$ cat src/rtl/mask_centroid_tracker.sv
// mask_centroid_tracker
//   Accumulates the object mask of one video frame (pixel count, coordinate
//   sums, bounding box), snapshots it at the last active pixel, and divides the
//   sums by the count to produce the centroid. Results are published with a
//   one-cycle o_valid pulse. If a frame ends while the previous result is still
//   being computed, that frame is dropped and o_overrun pulses.
//
// Ports
//   clk                     rising-edge clock
//   reset                   synchronous reset, active low
//   i_mask[11]              mask pixel (1 = object); other bits ignored
//   x_coor, y_coor          pixel column / row, aligned with i_mask
//   DE                      pixel qualifier
//   o_valid                 one-cycle pulse when the outputs below update
//   o_found                 reported frame reached MIN_PIXELS
//   o_count                 mask pixel count of the reported frame
//   o_cx, o_cy              centroid (floor of mean column / row)
//   o_xmin..o_ymax          bounding box
//   o_overrun               one-cycle pulse when a frame result is dropped
//
// state | meaning
// ------+---------------------------------------------------------------
// ACCUM | idle; frame-end pixel snapshots accumulators and starts divide
// DIV   | 28 restoring-division iterations, one per clock
// DONE  | load output registers; o_valid follows on the next cycle

module mask_centroid_tracker #(
    parameter int IMG_WIDTH  = 640,
    parameter int IMG_HEIGHT = 480,
    parameter int MIN_PIXELS = 64
) (
    input  logic        clk,
    input  logic        reset,
    input  logic [11:0] i_mask,
    input  logic [9:0]  x_coor,
    input  logic [9:0]  y_coor,
    input  logic        DE,
    output logic        o_valid,
    output logic        o_found,
    output logic [18:0] o_count,
    output logic [9:0]  o_cx,
    output logic [9:0]  o_cy,
    output logic [9:0]  o_xmin,
    output logic [9:0]  o_xmax,
    output logic [9:0]  o_ymin,
    output logic [9:0]  o_ymax,
    output logic        o_overrun
);

    localparam logic [10:0] W_LIM   = 11'(IMG_WIDTH);
    localparam logic [10:0] H_LIM   = 11'(IMG_HEIGHT);
    localparam logic [9:0]  X_LAST  = 10'(IMG_WIDTH - 1);
    localparam logic [9:0]  Y_LAST  = 10'(IMG_HEIGHT - 1);
    localparam logic [18:0] MIN_CNT = 19'(MIN_PIXELS);

    typedef enum logic [1:0] {ST_ACCUM, ST_DIV, ST_DONE} state_t;

    state_t state_q, state_d;

    // live accumulators
    logic [18:0] cnt_q;
    logic [27:0] sx_q, sy_q;
    logic [9:0]  xmin_q, xmax_q, ymin_q, ymax_q;

    // snapshot and divider
    logic [18:0] snap_cnt_q;
    logic [9:0]  snap_xmin_q, snap_xmax_q, snap_ymin_q, snap_ymax_q;
    logic [27:0] dvd_x_q, dvd_y_q;
    logic [18:0] rem_x_q, rem_y_q;
    logic [4:0]  iter_q;
    logic        run_q;

    // output registers
    logic        valid_q, found_q, overrun_q;
    logic [18:0] count_q;
    logic [9:0]  cx_q, cy_q, oxmin_q, oxmax_q, oymin_q, oymax_q;

    logic pix_acc, pix_hit, frame_end;
    logic snap_load, div_step, out_load, drop;

    logic [18:0] cnt_upd;
    logic [27:0] sx_upd, sy_upd;
    logic [9:0]  xmin_upd, xmax_upd, ymin_upd, ymax_upd;

    assign pix_acc   = DE && ({1'b0, x_coor} < W_LIM) && ({1'b0, y_coor} < H_LIM);
    assign pix_hit   = pix_acc && i_mask[11];
    assign frame_end = pix_acc && (x_coor == X_LAST) && (y_coor == Y_LAST);

    // accumulator values including the current pixel; the snapshot uses these
    // so the frame-end pixel itself is counted
    assign cnt_upd  = pix_hit ? cnt_q + 19'd1 : cnt_q;
    assign sx_upd   = pix_hit ? sx_q + 28'(x_coor) : sx_q;
    assign sy_upd   = pix_hit ? sy_q + 28'(y_coor) : sy_q;
    assign xmin_upd = (pix_hit && x_coor < xmin_q) ? x_coor : xmin_q;
    assign xmax_upd = (pix_hit && x_coor > xmax_q) ? x_coor : xmax_q;
    assign ymin_upd = (pix_hit && y_coor < ymin_q) ? y_coor : ymin_q;
    assign ymax_upd = (pix_hit && y_coor > ymax_q) ? y_coor : ymax_q;

    // one restoring-division iteration: returns {remainder, shifted dividend/quotient}
    function automatic logic [46:0] div_iter(input logic [18:0] rem,
                                             input logic [27:0] dvd,
                                             input logic [18:0] den);
        logic [19:0] rsh;
        logic        ge;
        rsh = {rem, dvd[27]};
        ge  = (rsh >= {1'b0, den});
        if (ge) rsh = rsh - {1'b0, den};
        return {rsh[18:0], dvd[26:0], ge};
    endfunction

    logic [46:0] step_x, step_y;
    assign step_x = div_iter(rem_x_q, dvd_x_q, snap_cnt_q);
    assign step_y = div_iter(rem_y_q, dvd_y_q, snap_cnt_q);

    // FSM: state register
    always_ff @(posedge clk) begin
        if (!reset) state_q <= ST_ACCUM;
        else        state_q <= state_d;
    end

    // FSM: next state
    always_comb begin
        state_d = state_q;
        case (state_q)
            ST_ACCUM: if (frame_end) state_d = ST_DIV;
            ST_DIV:   if (iter_q == 5'd0) state_d = ST_DONE;
            ST_DONE:  state_d = ST_ACCUM;
            default:  state_d = ST_ACCUM;
        endcase
    end

    // FSM: control outputs
    always_comb begin
        snap_load = (state_q == ST_ACCUM) && frame_end;
        div_step  = (state_q == ST_DIV);
        out_load  = (state_q == ST_DONE);
        drop      = (state_q != ST_ACCUM) && frame_end;
    end

    // live accumulators; every frame end restarts them, whether or not the
    // frame is kept
    always_ff @(posedge clk) begin
        if (!reset || frame_end) begin
            cnt_q  <= '0;
            sx_q   <= '0;
            sy_q   <= '0;
            xmin_q <= 10'h3FF;
            xmax_q <= '0;
            ymin_q <= 10'h3FF;
            ymax_q <= '0;
        end else begin
            cnt_q  <= cnt_upd;
            sx_q   <= sx_upd;
            sy_q   <= sy_upd;
            xmin_q <= xmin_upd;
            xmax_q <= xmax_upd;
            ymin_q <= ymin_upd;
            ymax_q <= ymax_upd;
        end
    end

    // snapshot and dividers; below MIN_PIXELS the dividers stay idle but the
    // sequence still runs so the report timing does not depend on the count
    always_ff @(posedge clk) begin
        if (!reset) begin
            snap_cnt_q  <= '0;
            snap_xmin_q <= '0;
            snap_xmax_q <= '0;
            snap_ymin_q <= '0;
            snap_ymax_q <= '0;
            dvd_x_q     <= '0;
            dvd_y_q     <= '0;
            rem_x_q     <= '0;
            rem_y_q     <= '0;
            iter_q      <= '0;
            run_q       <= 1'b0;
        end else if (snap_load) begin
            snap_cnt_q  <= cnt_upd;
            snap_xmin_q <= xmin_upd;
            snap_xmax_q <= xmax_upd;
            snap_ymin_q <= ymin_upd;
            snap_ymax_q <= ymax_upd;
            dvd_x_q     <= sx_upd;
            dvd_y_q     <= sy_upd;
            rem_x_q     <= '0;
            rem_y_q     <= '0;
            iter_q      <= 5'd27;
            run_q       <= (cnt_upd >= MIN_CNT);
        end else if (div_step) begin
            iter_q <= iter_q - 5'd1;
            if (run_q) begin
                {rem_x_q, dvd_x_q} <= step_x;
                {rem_y_q, dvd_y_q} <= step_y;
            end
        end
    end

    // output registers
    always_ff @(posedge clk) begin
        if (!reset) begin
            valid_q   <= 1'b0;
            overrun_q <= 1'b0;
            found_q   <= 1'b0;
            count_q   <= '0;
            cx_q      <= '0;
            cy_q      <= '0;
            oxmin_q   <= '0;
            oxmax_q   <= '0;
            oymin_q   <= '0;
            oymax_q   <= '0;
        end else begin
            valid_q   <= out_load;
            overrun_q <= drop;
            if (out_load) begin
                found_q <= run_q;
                count_q <= snap_cnt_q;
                cx_q    <= run_q ? dvd_x_q[9:0] : 10'd0;
                cy_q    <= run_q ? dvd_y_q[9:0] : 10'd0;
                oxmin_q <= run_q ? snap_xmin_q : 10'd0;
                oxmax_q <= run_q ? snap_xmax_q : 10'd0;
                oymin_q <= run_q ? snap_ymin_q : 10'd0;
                oymax_q <= run_q ? snap_ymax_q : 10'd0;
            end
        end
    end

    assign o_valid   = valid_q;
    assign o_overrun = overrun_q;
    assign o_found   = found_q;
    assign o_count   = count_q;
    assign o_cx      = cx_q;
    assign o_cy      = cy_q;
    assign o_xmin    = oxmin_q;
    assign o_xmax    = oxmax_q;
    assign o_ymin    = oymin_q;
    assign o_ymax    = oymax_q;

    // quotient upper bits are always zero (mean of 10-bit values)
    logic unused_bits;
    assign unused_bits = ^{i_mask[10:0], dvd_x_q[27:10], dvd_y_q[27:10]};

endmodule

$ cat config.mk
export PLATFORM = sky130hd
export DESIGN_NAME = mask_centroid_tracker
export DESIGN_NICKNAME = d
export VERILOG_FILES = /design/src/rtl/mask_centroid_tracker.sv
export SDC_FILE = /design/constraint.sdc
export NUM_CORES = 1
export LEC_CHECK = 0
export ABC_CLOCK_PERIOD_IN_PS = 3540
export BUFFER_PORTS_ARGS = -buffer_cell sky130_fd_sc_hd__buf_2
export CORE_ASPECT_RATIO = 1.4
export CORE_MARGIN = 2
export CORE_UTILIZATION = 61
export CTS_CLUSTER_DIAMETER = 200
export DETAILED_ROUTE_END_ITERATION = 12
export GPL_TIMING_DRIVEN = 0
export HOLD_SLACK_MARGIN = 0.12
export PLACE_DENSITY_LB_ADDON = 0.15
export SLEW_MARGIN = 20
export SYNTH_ARGS = -nofsm -noshare
export SYNTH_HDL_FRONTEND = slang
export SYNTH_SLANG_ARGS = --single-unit
$ cat constraint.sdc
create_clock -name clk -period 3.54 [get_ports clk]
set_input_delay 0.177 -clock clk [delete_from_list [all_inputs] [get_ports clk]]
set_output_delay 0.177 -clock clk [all_outputs]
set_load 0.03 [all_outputs]
==> key figures, run 1 <==
Yosys
  • Leading register cell type out of synthesis: dfxtp_1
  • Share of synthesized cell area in full adder, half adder and majority cells: 0.0743
  • Parity-gate share of the synthesized area counting xor and xnor cells: 0.0439
  • Synth Area in Compound Gates: 0.204
  • Average size of a mapped cell: 8.31 µm²
  • Total of warnings raised by yosys: 0
  • Post-Syn Nets: 2,274
  • Post-synthesis sequential element count: 358
  • Share of cell area taken by muxes after synthesis: 0.0311
  • Post-synth design cell area: 0.0177 mm²
  • Post-synth EDFFs: 0
  • Seq/Total Area, Yosys: 0.404
  • Top cells by area, synth: dfxtp_1 (40%), ha_1 (7.0%), a21oi_1 (5.7%), nor2_1 (4.1%), nand2_1 (4.0%)
  • Yosys top cell by area: dfxtp_1
  • Async set-or-reset flop fraction in the synthesized netlist: 0
  • Dominant combinational cell family by area after synthesis: compound AO/OA/AOI/OAI gates
  • Top-area cell type share of the netlist area: 0.404
  • Simple-gate share of the synthesized area: 0.194
  • Post-synthesis cell count: 2,136
  • Distinct cell type count of the synthesized netlist: 76

STA
  • Slew Limit Headroom: 0.249
  • Largest clock skew in the final design: 0.0237 ns
  • Setup repair after global routing missed its margin: false
  • Fraction of the cycle the final worst path needs: 0.943
  • Pins Over Slew Limit: 0
  • # setup viols final: 0
  • Transition time at the pin with the least slew margin: 1.12 ns
  • Hold WS: 0.273 ns
  • Worst Setup Slack, final: 0.201 ns
  • Final Critical Period: 3.34 ns
  • Fin. Hold Viols: 0
  • Achievable frequency: 300 MHz

Critical path
  • Cell with the biggest individual delay on the critical path: a2111oi_1
  • Peak per-stage delay on the critical path: 0.48 ns
  • Element type at the critical path end: flip-flop
  • Worst-path maximum fanout: 10
  • Crit Path Category: reg -> reg
  • Required time of the critical path: 3.94 ns
  • Cells traversed along the worst timing path: inv_1, ha_1, clkbuf_1, and4_1, nand2_1, a2111oi_1, or3_4, a41oi_4, buf_4, nor2_2, a211oi_1
  • CP Launch Type: flip-flop
  • Data arrival, critical path: 3.74 ns
  • CP Buf/Inv Count: 3
  • Top Family by Delay on Critical Path: simple AND/OR/NAND/NOR gates

Clock network
  • Clock tree from TritonCTS: done
  • Clock buffer count from CTS: 36
  • Worst-case clock buffer depth: 3
  • Clock Tree Root: clkbuf_16
  • Clock transition at the register clock pins on the worst setup and hold paths after CTS: 0.06 ns
  • Clock latency of the later-clocked register in the worst-skew pair: 0.55 ns
  • Sink count of the clock tree: 358
  • CTS HTree Levels: 2
  • Setup bufs post-CTS: 0

Global routing
  • Vias in the first global route: 16,858
  • Pin count of the biggest net entering global routing: 15
  • Initial antenna violation count: 0
  • Wire length of the first global-routing pass: 88,600 µm
  • Combined global-route utilization of all metal layers: 0.370
  • Remaining global-route overflow: 0

Drt
  • Remaining routing DRC violations: 0
  • Vias per std cell: 6.35
  • Average wire per cell in the routed design: 21.2 µm
  • Final routed wirelength across all metal layers: 57,200 µm
  • Number of design-rule violations left by the first detailed-router iteration: 1,159
  • Router iterations before antenna repair: 6
  • Detailed-route via count: 17,112
  • Residual antenna-violating net count after detailed routing: 0

Place
  • Number of buffers inserted by port buffering: 104
  • Setup WS pre-CTS: -0.00645 ns
  • Final estimated routing congestion in global placement: 0.974
  • Total half-perimeter wirelength after legalization and detailed placement: 42,500 µm

Final layout
  • Share of post-route cells with drive strength above 1: 0.0788
  • Post-Route Utilization: 0.707
  • Nets: 2,434
  • Count of filler cells inserted in the layout: 2,399
  • Area added between synthesis and finish: 13.6%
  • Number of antenna diodes: 0

Power
  • Maximum resistive drop on vdd: 0.413 mV
  • Overall power consumption: 8.48 mW
  • Power density normalized to cell area: 421 mW/mm²
  • Total leakage power: 8.14 nW

Flow run
  • Max Cap Viol: 0

Floorplanning
  • Initial Util: 0.623
  • Core ar.: 0.0285 mm²
  • Die H: 206 µm
  • Die footprint: 0.0305 mm²
  • Die width: 148 µm
  • Number of primary I/O pins: 117
  • Standard-cell rows: 73

Worst hold path
  • Path class of the lowest-slack min-delay path: in -> reg

Status
  • Run status: completed
-- placed cells by master (no fill, tap or decap), types with 19 or more instances in the layout --
cell	n
a211oi_1	43
a21o_1	23
a21oi_1	203
a22oi_1	22
a31oi_1	21
and3_1	53
buf_2	108
clkbuf_1	125
clkbuf_16	37
dfxtp_1	358
dlygate4sd3_1	19
ha_1	99
inv_1	86
mux2i_1	54
nand2_1	189
nand3_1	141
nor2_1	192
nor2b_1	21
nor3_1	29
o21ai_0	104
o21ai_1	22
o22ai_1	35
xnor2_1	54
xor2_1	35
-- logic make-up after synthesis --
group,Yosys count
mux,55
compound gates,585
fa+ha+maj,103
flops,358
buf+inv,223
xor+xnor,89
simple gates,723
-- cells in the mapped netlist (all sizes together) (10+ instances only) --
master,instances
a211oi,44
a21o,23
a21oi,203
a22oi,22
a31oi,21
and2,14
and3,53
and4,13
buf,16
clkbuf,121
dfxtp,358
ha,99
inv,86
mux2i,54
nand2,189
nand3,141
nand4,18
nor2,193
nor2b,21
nor3,29
o211ai,12
o21a,18
o21ai,127
o22ai,35
o31ai,10
xnor2,54
xor2,35
-- worst paths after layout --
kind | to | depth (start not counted) | start | slack, ns
worst max-delay path | rem_x_q[7] | 11 | snap_cnt_q[12] | 0.20
worst min-delay path | o_overrun | 4 | DE | 0.27
worst max register to register | rem_x_q[7] | 11 | snap_cnt_q[12] | 0.20
worst min register to register | o_ymax[2] | 2 | o_ymax[2] | 0.45
-- power by group --
| part | total [mW] | internal, mW | switching, mW | leakage (nW) |
|---|---|---|---|---|
| clock network | 4.01 | 2.34 | 1.67 | 0.599 |
| logic | 0.409 | 0.130 | 0.279 | 4.65 |
| registers | 4.06 | 4.05 | 0.0146 | 2.89 |
| total | 8.48 | 6.52 | 1.96 | 8.14 |
-- worst reg2reg max path, cell delays in order, from the launching register on --
cell and delay (ns):
dfxtp_1 0.37, inv_1 0.14, ha_1 0.31, clkbuf_1 0.26
and4_1 0.34, nand2_1 0.11, a2111oi_1 0.48, or3_4 0.25
a41oi_4 0.24, buf_4 0.29, nor2_2 0.30, a211oi_1 0.12
-- sequential cells by signal, summed over array words and instances (netlist names), 19 cells and up --
name / count
dvd_x_q: 28
dvd_y_q: 28
sx_q: 28
sy_q: 28
cnt_q: 19
o_count: 19
rem_x_q: 19
rem_y_q: 19
snap_cnt_q: 19
-- final cells by class --
cell class              instances  area (µm²)  area share
clock inverters                15         191     0.00950
inverters                      86         323      0.0160
well taps                     375         469      0.0233
multi-input cells            1555        9730       0.483
clock buffers                  48        1030      0.0510
repair buffers                123         711      0.0353
plain buffers                 136         531      0.0263
flip-flops and latches        358        7170       0.356
-- layer usage --
layer	track usage	up-vias	wire length, µm
met5	0	-	0
met4	0.290	0	5070
met3	0.0729	268	4450
met2	0.631	785	27100
met1	0.402	8105	20500
li1	-	7954	-
-- timing repair --
item | CTS | global route
hold buffers | 19 | 0
gates resized for setup | 0 | 2
hold endpoints to repair | 37 | 0
endpoints found under the setup margin | 0 | 4
-- metrics by stage --
stage,cells,TNS [ns],instance area [µm²]
floorplan,2136,0,17700
global placement,2615,0,18700
detailed placement,2615,-0.00645,18700
CTS,2697,0,20100
global route,2696,0,20200
finish,2696,0,20200
Power figures use the tool's default switching activity.
==> run 2, diff against run 1 <==
Settings changed: ABC_AREA from default to 1, CORE_UTILIZATION 61 to 62.
==> run 2 against run 1 <==
  * Final area grew 7.6%
  * Sequential power about the same
  * Sequential share of layout area shrank 2.5 points
  * Routed wire length is 15% higher
  * Via count rose by 14%
  * Maximum frequency grew 19%
  * Count of clock-buffer cells in the layout up 1
  * Non-clock buffer count down 19
  * First-iteration DRC count increased by 40%
  * Worst hold slack worse by 0.13 ns
==> key figures, run 2 <==
STA
  • Final Critical Period: 2.81 ns (-0.533 ns)
  • Pins Over Slew Limit: 0 (unchanged)
  • Achievable frequency: 356 MHz (+19%)
  • # setup viols final: 0 (unchanged)
  • Transition time at the pin with the least slew margin: 1.19 ns (+0.0695 ns)
  • Largest clock skew in the final design: 0.0229 ns (-0.000822 ns)
  • Worst Setup Slack, final: 0.735 ns (+0.533 ns)
  • Fraction of the cycle the final worst path needs: 0.792 (-0.151)
  • Setup repair after global routing missed its margin: false
  • Fin. Hold Viols: 0 (unchanged)
  • Fin Setup TNS: 0 ns (unchanged)
  • Hold WS: 0.143 ns (-0.129 ns)
  • Slew Limit Headroom: 0.199 (-0.0497)

Clock network
  • Clock latency of the later-clocked register in the worst-skew pair: 0.56 ns (about the same)
  • Clock tree from TritonCTS: done
  • Sink count of the clock tree: 358 (unchanged)
  • Setup bufs post-CTS: 0 (unchanged)
  • Clock transition at the register clock pins on the worst setup and hold paths after CTS: 0.06 ns (about the same)
  • Number of cells upsized or downsized after cts: 0 (unchanged)
  • Hold-fix buffers, CTS: 19 (unchanged)
  • Clock buffer count from CTS: 36 (unchanged)
  • CTS HTree Levels: 2 (unchanged)
  • Worst-case clock buffer depth: 3 (unchanged)
  • Clock Tree Root: clkbuf_16

Critical path
  • Cell with the biggest individual delay on the critical path: o21ai_0
  • CP Buf/Inv Count: 3 (unchanged)
  • Slack of the worst reg-to-reg path: 0.74 ns (+0.54 ns)
  • Element type at the critical path end: flip-flop
  • Data arrival, critical path: 3.30 ns (-0.44 ns)
  • Worst-path maximum fanout: 4 (-6)
  • Top Family by Delay on Critical Path: compound AO/OA/AOI/OAI gates
  • Required time of the critical path: 4.03 ns (+0.09 ns)
  • Cells traversed along the worst timing path: dlygate4sd3_1, buf_2, ha_1, inv_1, fa_1, nand3b_1, nand2_1, nand2_1, o21ai_0, xnor2_1, o21ai_0, a21oi_1, nor2_1
  • Crit Path Category: in -> reg
  • CP Launch Type: primary input
  • Peak per-stage delay on the critical path: 0.62 ns (+0.14 ns)

Drt
  • Number of design-rule violations left by the first detailed-router iteration: 1,626 (+40%)
  • Final routed wirelength across all metal layers: 65,600 µm (+15%)
  • Router iterations before antenna repair: 6 (unchanged)
  • Average wire per cell in the routed design: 19.4 µm (-8.3%)
  • Detailed-route via count: 19,587 (+14%)
  • Residual antenna-violating net count after detailed routing: 0 (unchanged)
  • Remaining routing DRC violations: 0 (unchanged)
  • Vias per std cell: 5.80 (-8.6%)

Yosys
  • Top cells by area, synth: dfxtp_1 (37%), nand2_1 (14%), inv_1 (6.7%), ha_1 (6.4%), a21oi_1 (6.4%)
  • Async set-or-reset flop fraction in the synthesized netlist: 0 (unchanged)
  • Post-synth EDFFs: 0 (unchanged)
  • Distinct cell type count of the synthesized netlist: 52 (-32%)
  • Post-synthesis sequential element count: 358 (unchanged)
  • Total of warnings raised by yosys: 0 (unchanged)
  • Post-synthesis cell count: 2,801 (+31%)
  • Most common library cells after synthesis: nand2_1 (709), dfxtp_1 (358), inv_1 (347)
  • Post-Syn Nets: 2,939 (+29%)
  • Seq/Total Area, Yosys: 0.371 (-0.0327)
  • Top-area cell type share of the netlist area: 0.371 (-0.0327)
  • Average size of a mapped cell: 6.89 µm² (-17%)
  • Leading register cell type out of synthesis: dfxtp_1
  • Yosys top cell by area: dfxtp_1
  • Most repeated cell in the gate-level netlist after synthesis: nand2_1
  • Post-synth design cell area: 0.0193 mm² (+8.8%)

Power
  • Total leakage power: 9.97 nW (+23%)
  • Switching power: 2.03 mW (+3.4%)
  • Internal cell power: 6.44 mW (-1.3%)
  • Portion of total power attributed to combinational logic: 0.056 (+0.008)
  • Relative contribution of sequential cells to total power: 0.480 (about the same)
  • Maximum resistive drop on vdd: 0.358 mV (-13%)
  • Power density normalized to cell area: 390 mW/mm² (-7.3%)
  • Switching share of power: 0.240 (+0.00838)
  • Clock Power Share: 0.464 (-0.009)

Global routing
  • Initial antenna violation count: 0 (unchanged)
  • Remaining global-route overflow: 0 (unchanged)
  • Vias in the first global route: 18,636 (+11%)
  • Wire length of the first global-routing pass: 99,400 µm (+12%)
  • Pin count of the biggest net entering global routing: 15 (unchanged)
  • Combined global-route utilization of all metal layers: 0.393 (+0.0222)

Final layout
  • Share of post-route cells with drive strength above 1: 0.0911 (+0.0122)
  • Post-Route Utilization: 0.706 (-0.00123)
  • Nets: 3,101 (+27%)
  • Highest-count cells in the layout ignoring fill and taps: nand2_1 (709), dfxtp_1 (358), inv_1 (347)
  • Commonest non-fill, non-tap cell in the layout: nand2_1
  • Area added between synthesis and finish: 12.3%
  • Number of antenna diodes: 0 (unchanged)
  • Post-route cell area: 0.0217 mm² (+7.6%)

Floorplanning
  • Die footprint: 0.0326 mm² (+6.9%)
  • Initial Util: 0.629 (+0.00594)
  • Die width: 153 µm (+3.4%)
  • Die H: 213 µm (+3.4%)
  • Standard-cell rows: 76 (+4.1%)
  • Number of primary I/O pins: 117 (unchanged)
  • Core ar.: 0.0307 mm² (+7.8%)

Flow run
  • Max Cap Viol: 0 (unchanged)

Place
  • Final estimated routing congestion in global placement: 0.980 (+0.62%)
  • Setup WS pre-CTS: 0.829 ns (+0.835 ns)
  • Area after detailed placement: 0.0203 mm² (+8.4%)
  • Number of buffers inserted by port buffering: 105 (+0.96%)
  • Total half-perimeter wirelength after legalization and detailed placement: 49,500 µm (+16%)

Worst hold path
  • Path class of the lowest-slack min-delay path: in -> reg

Status
  • Run status: completed
run 2: per-stage QoR:
stage	std cells	total power, mW
after CTS	3376	8.45
after global routing	3376	8.67
after global placement	3296	4.58
after detailed placement	3296	4.59
final	3376	8.46
after floorplan	2801	4.41
run 2: layout make-up:
cell class,instances,area [µm²]
fillers,2636,9030
repair buffers,124,716
clock inverters,12,193
flip-flops and latches,358,7170
inverters,354,1330
plain buffers,116,576
clock buffers,49,980
well taps,390,488
multi-input cells,1973,10200
run 2: worst paths after layout:
path | depth (start not counted) | to | from
worst max register to register | 11 | dvd_y_q[6] | sy_q[0]
worst min register to register | 2 | o_xmax[5] | snap_xmax_q[5]
worst max-delay path | 13 | dvd_y_q[6] | y_coor[0]
worst min-delay path | 4 | cnt_q[9] | i_mask[11]
run 2: layer usage:
| metal | vias to the layer above | routed length, µm | global-route usage |
|---|---|---|---|
| met3 | 289 | 3970 | 0.0542 |
| met4 | 0 | 6940 | 0.364 |
| met2 | 853 | 31700 | 0.694 |
| li1 | 9433 | - | - |
| met5 | - | 0 | 0 |
| met1 | 9012 | 23000 | 0.400 |
run 2: power by group through the flow:
| stage | clock [mW] | sequential [mW] | combinational [mW] |
|---|---|---|---|
| after floorplan | 0 | 4.15 | 0.263 |
| after global placement | 0 | 4.15 | 0.424 |
| after detailed placement | 0 | 4.15 | 0.438 |
| after CTS | 3.93 | 4.06 | 0.457 |
| after global routing | 4.09 | 4.06 | 0.509 |
| final | 3.92 | 4.06 | 0.474 |
run 2: logic make-up (layout without fill, tap and decap cells):
group	count (synthesis)	after routing	synth area share
adder cells (fa/ha/maj)	103	103	0.0683
flip-flops	358	358	0.371
AND/OR/NAND/NOR	1262	1262	0.279
buffers and inverters	470	655	0.0988
AO/OA/AOI/OAI	570	570	0.166
XOR/XNOR	38	38	0.0172
run 2: tightest hold or removal path, delay by kind of cell:
family,cells,cell delay [ns]
buf+inv,1,0.18
simple gates,3,0.28
